**src/rtl/uart8_tx_feeder_pkg.sv**
```systemverilog
// Shared definitions for the UART transmit feeder: byte width and the
// feeder FSM encodings.
package uart8_tx_feeder_pkg;

    localparam int BYTE_W = 8;

    typedef enum logic [1:0] {
        FEED_DRAIN     = 2'd0,
        FEED_IDLE      = 2'd1,
        FEED_WAIT_BUSY = 2'd2,
        FEED_ACTIVE    = 2'd3
    } feed_state_t;

endpackage

```
**src/rtl/uart_sync_fifo.sv**
```systemverilog
// Single-clock byte FIFO with a registered occupancy counter and a
// combinational head output; shared by the UART transmit and receive paths.
module uart_sync_fifo
    import uart8_tx_feeder_pkg::*;
#(
    parameter int DEPTH = 16,
    localparam int ADDR_W = $clog2(DEPTH)
) (
    input  logic              clk,
    input  logic              rst_n,
    input  logic              push,
    input  logic              pop,
    input  logic [BYTE_W-1:0] din,
    output logic [BYTE_W-1:0] dout,
    output logic              full,
    output logic              empty,
    output logic [ADDR_W:0]   level
);

    logic [BYTE_W-1:0] mem [DEPTH];
    logic [ADDR_W-1:0] wr_ptr;
    logic [ADDR_W-1:0] rd_ptr;
    logic              do_push;
    logic              do_pop;

    assign full    = (level == (ADDR_W+1)'(DEPTH));
    assign empty   = (level == '0);
    assign do_push = push && !full;
    assign do_pop  = pop && !empty;
    assign dout    = mem[rd_ptr];

    always_ff @(posedge clk) begin
        if (do_push) begin
            mem[wr_ptr] <= din;
        end
    end

    // Pointers wrap naturally; level disambiguates full from empty.
    always_ff @(posedge clk or negedge rst_n) begin
        if (!rst_n) begin
            wr_ptr <= '0;
            rd_ptr <= '0;
            level  <= '0;
        end else begin
            if (do_push) begin
                wr_ptr <= wr_ptr + 1'b1;
            end
            if (do_pop) begin
                rd_ptr <= rd_ptr + 1'b1;
            end
            case ({do_push, do_pop})
                2'b10:   level <= level + 1'b1;
                2'b01:   level <= level - 1'b1;
                default: level <= level;
            endcase
        end
    end

endmodule

```
**src/rtl/uart8_tx_feeder.sv**
```systemverilog
// Byte FIFO plus handshake FSM that keeps the 8-bit UART transmitter fed with
// back-to-back frames in both turbo and non-turbo stop-bit modes.
module uart8_tx_feeder
    import uart8_tx_feeder_pkg::*;
#(
    parameter int DEPTH  = 16,
    parameter int ADDR_W = $clog2(DEPTH)
) (
    input  logic              clk,
    input  logic              rst_n,
    input  logic              wr_valid,
    output logic              wr_ready,
    input  logic [BYTE_W-1:0] wr_data,
    input  logic              tx_busy,
    input  logic              tx_done,
    output logic              tx_start,
    output logic [BYTE_W-1:0] tx_data,
    output logic [ADDR_W:0]   level,
    output logic              idle
);

    feed_state_t state;
    logic        done_q;
    logic        start_q;
    logic        done_rise;
    logic        full;
    logic        empty;
    logic        push;
    logic        pop;

    assign done_rise = tx_done && !done_q;
    assign wr_ready  = !full;
    assign push      = wr_valid && wr_ready;
    assign idle      = empty && (state == FEED_IDLE);

    uart_sync_fifo #(
        .DEPTH (DEPTH)
    ) u_fifo (
        .clk   (clk),
        .rst_n (rst_n),
        .push  (push),
        .pop   (pop),
        .din   (wr_data),
        .dout  (tx_data),
        .full  (full),
        .empty (empty),
        .level (level)
    );

    // At the stop-bit done edge, start_q tells whether the transmitter latched
    // the head byte on the previous edge: if so, hold start high and pop; if
    // not, start must stay low or the transmitter resends its stale byte.
    always_comb begin
        tx_start = 1'b0;
        pop      = 1'b0;
        case (state)
            FEED_IDLE: begin
                tx_start = !empty;
                pop      = !empty && !tx_busy;
            end
            FEED_ACTIVE: begin
                if (done_rise) begin
                    tx_start = start_q;
                    pop      = start_q;
                end else begin
                    tx_start = !empty;
                end
            end
            default: begin
                tx_start = 1'b0;
                pop      = 1'b0;
            end
        endcase
    end

    always_ff @(posedge clk or negedge rst_n) begin
        if (!rst_n) begin
            state   <= FEED_DRAIN;
            done_q  <= 1'b0;
            start_q <= 1'b0;
        end else begin
            done_q  <= tx_done;
            start_q <= tx_start;
            case (state)
                FEED_DRAIN: begin
                    if (!tx_busy && !tx_done) begin
                        state <= FEED_IDLE;
                    end
                end
                FEED_IDLE: begin
                    if (pop) begin
                        state <= FEED_WAIT_BUSY;
                    end
                end
                FEED_WAIT_BUSY: begin
                    if (tx_busy) begin
                        state <= FEED_ACTIVE;
                    end
                end
                FEED_ACTIVE: begin
                    if (done_rise && !start_q) begin
                        state <= FEED_DRAIN;
                    end
                end
                default: state <= FEED_DRAIN;
            endcase
        end
    end

endmodule

```
**config.mk**
```make
export PLATFORM = sky130hd
export DESIGN_NAME = uart8_tx_feeder
export DESIGN_NICKNAME = d
export VERILOG_FILES = /design/src/rtl/uart8_tx_feeder_pkg.sv /design/src/rtl/uart_sync_fifo.sv /design/src/rtl/uart8_tx_feeder.sv
export SDC_FILE = /design/constraint.sdc
export NUM_CORES = 1
export LEC_CHECK = 0
export ABC_CLOCK_PERIOD_IN_PS = 2750
export CELL_PAD_IN_SITES_DETAIL_PLACEMENT = 1
export CELL_PAD_IN_SITES_GLOBAL_PLACEMENT = 1
export CORE_ASPECT_RATIO = 0.6
export CORE_UTILIZATION = 31
export DETAILED_ROUTE_END_ITERATION = 10
export DONT_BUFFER_PORTS = 1
export GPL_TIMING_DRIVEN = 0
export MAX_ROUTING_LAYER = met4
export PLACE_DENSITY_LB_ADDON = 0.1
export SYNTH_ARGS = -nofsm -noshare
export SYNTH_HDL_FRONTEND = slang
export SYNTH_SLANG_ARGS = --single-unit
```
**constraint.sdc**
```tcl
create_clock -name clk -period 2.75 [get_ports clk]
set_clock_uncertainty 0.05 [all_clocks]
set_input_delay 0.1375 -clock clk [delete_from_list [all_inputs] [get_ports clk]]
set_output_delay 0.1375 -clock clk [all_outputs]
set_load 0.005 [all_outputs]
```
==> summary.txt <==
Drt
  – Via count: 2,950
  – Final ANT Viol Nets: 0
  – Total wire length: 14.02 mm
  – Vias/cell: 4.646
  – Initial DRC count: around 170
  – Drt wl/cell: approximately 22 um
  – DRT Pass-1 Iters: 4
  – DRC: 0

Job
  – Max-cap violations: 0

Timing
  – Min Hold Slack: approximately 68 ps
  – Fmax: 387.9 MHz
  – Tmin final: 2578 ps
  – Final Hold Vio Count: 0
  – Slew margin rel.: a little under a quarter
  – Fin. max-slew vios: 0
  – Period utilization: 93.74%
  – Worst setup margin: roughly 170 ps
  – Worst slew pin tran: 1146 ps
  – Final setup viols: 0

Synthesis
  – Mapped Cells: 321
  – Netlist Area Pre-Place: 6060 um2
  – Syn Nets: approximately 350
  – Post-synth ARST share: between 10% and 20%
  – EDFF count, synth: approximately 130
  – Unique masters post-synth: just over 40
  – Sequential share of the synthesized area: between 70 and 80%
  – Ys flop type: edfxtp_1
  – Flops & latches, synth: 145
  – Syn Area/Cell: about 19 um2
  – Ys Warns: 0

Clock tree
  – Clk buf depth: 2
  – CTS sink cnt: 145
  – Later-pin clock latency in the skew report: 420 ps
  – H-Tree Level Count: 4
  – Reg clk slew, reported paths: 70 ps
  – CTS tree: yes
  – Root buffer cell: clkbuf_16
  – CTS Buf Count: 17

GRT
  – Gr usage total: 15.91%
  – Aggregate global routing overflow: 0
  – First-pass GRT wire length: 21.18 mm
  – Initial antenna violation count: 0
  – Vias in the first global route: roughly 3,200
  – Largest net degree at the start of global routing: 18

Floorplanning
  – Starting density of the core: approximately a third
  – Die width: approximately 180 um
  – Ports: 29
  – Core ar.: 19,080 um2
  – Die area: 20,130 um2
  – # rows: 39
  – Die Ht: 110.3 um

Critical path
  – Startpoint Class: flop
  – Critical Path AT: 2840 ps
  – Setup CP Type: reg -> reg
  – Critical path peak fanout: 9
  – Reg2reg path depth: 12
  – Critical path required time: roughly 3000 ps
  – CP endpoint kind: flop

Place
  – PortBufs: 0
  – Post-DP HPWL: 9.325 mm
  – Worst slack, placed: -173.5 ps
  – Placer congestion estimate: 0.7114

Pwr
  – Leakage power: 0.002420 uW
  – Worst VDD drop: 0.4750 mV
  – Cell Pwr Density: approximately 1100 nW/um2

Worst hold path
  – Worst Hold Depth: 3
  – Hold/Removal Path Class: in -> reg

Finish
  – Area grow syn2layout: 19.12%
  – Nets: about 380
  – Diode count: 0
  – Fraction of layout cells with a size suffix above 1: between 20% and 30%

Outcome
  – Status: completed
[Yosys cell counts, types with 2 or more instances]
library cell  instances  area share, %
mux4_2               25            9.3
edfxtp_1            128             63
nor2b_1               9           0.93
mux4_1                7            3.0
mux2i_1               9            1.5
a211oi_2              3           0.62
nor2_1               15           0.93
dfrtp_1              17            7.0
xnor2_1               8            1.2
buf_1                 2           0.12
buf_6                 4           0.74
nand2b_1              4           0.41
ha_1                 13            2.7
clkbuf_1              2           0.12
nand2_1               8           0.50
buf_4                 3           0.37
buf_2                 4           0.33
xor2_1                5           0.72
inv_1                 7           0.43
mux2_2                3           0.56
a211oi_1              5           0.62
nor3_1                5           0.41
nand4_1               2           0.21
o21ai_0               3           0.25
a21oi_1              14            1.2
[flip-flops by register name (all words and copies together) (netlist names)]
register,flops
u_fifo.mem,128
u_fifo.wr_ptr,4
done_q,1
start_q,1
state,2
u_fifo.rd_ptr,4
u_fifo.level,5
[cell usage in the layout (no fill, tap or decap), types with 6 or more instances in the layout]
master	instances
a21oi_1	13
buf_4	6
buf_6	6
clkbuf_16	17
dfrtp_1	17
dlygate4sd3_1	11
edfxtp_1	128
ha_1	11
inv_1	6
mux2i_1	9
mux4_1	7
mux4_2	25
nand2_1	8
nor2_1	14
nor2b_1	9
xnor2_1	8
[final timing paths]
| check | slack, ps | from | end |
|---|---|---|---|
| hold reg to reg | 530 | state[1] | state[1] |
| setup reg to reg | 170 | u_fifo.level[2] | u_fifo.level[2] |
| min in group asynchronous | 240 | rst_n | u_fifo.level[0] |
| max in group asynchronous | 1850 | rst_n | done_q |
| hold / removal | 70 | tx_busy | state[0] |
| setup / recovery | 170 | u_fifo.level[2] | u_fifo.level[2] |
[cells by family (layout without fill, tap and decap cells)]
group	Yosys count	count (layout)	share of synthesized area, %
buf+inv	23	71	2.457
compound gates	31	31	3.449
flops	145	145	70.45
xor+xnor	13	13	1.879
simple gates	52	52	4.708
fa+ha+maj	13	13	2.684
mux	44	44	14.37
[through the flow]
step	std cells	utilization [%]	area (um2)	TNS (ps)	power (uW)
after CTS	632	37.61	7176	0	7782
after global routing	635	37.83	7218	-5.761	8144
after global placement	587	33.50	6392	-4095	5276
after detailed placement	589	33.73	6435	-251.4	5325
final	635	37.83	7218	0	7703
after floorplan	321	-	6060	0	4610
[critical path: stages, from the launching register on]
cell and delay [ps]:
dfrtp_1 400, buf_6 150, or3_4 370, o31a_1 270
buf_6 150, inv_2 70, ha_4 140, xor2_1 150
ha_2 210, a21oi_1 60, xnor2_1 200, nor2_1 80
xor2_1 160
[layout make-up]
type / count / area, um2
fill: 1866 / 11860
multi-input combinational: 153 / 1699
inverter: 7 / 26.28
timing repair buffer: 16 / 155.1
clock inverter: 13 / 160.2
clock buffer: 19 / 452.9
buffer: 16 / 122.6
tap: 266 / 332.8
sequential: 145 / 4269
[per-layer routing]
metal	vias to the layer above	wire length, um	global-route usage, %
met2	42	5675	20.94
met5	-	0	-
met3	9	538	4.632
li1	1348	-	-
met1	1551	7667	23.23
met4	0	138	5.042
[report_power, final]
group	internal (uW)	total [uW]	switching [uW]	leakage (uW)
logic	1060	2420	1360	0.000775
registers	2720	2900	175	0.00136
clock network	1470	2380	910	0.000287
[what timing repair did]
item	in CTS	in global routing
hold endpoints to repair	148	0
resized for setup	3	6
pin swaps	0	5
hold buffers	11	0
endpoints found under the setup margin	2	10
buffers inserted	0	3
Note: power is estimated with default switching activity, not from simulation.
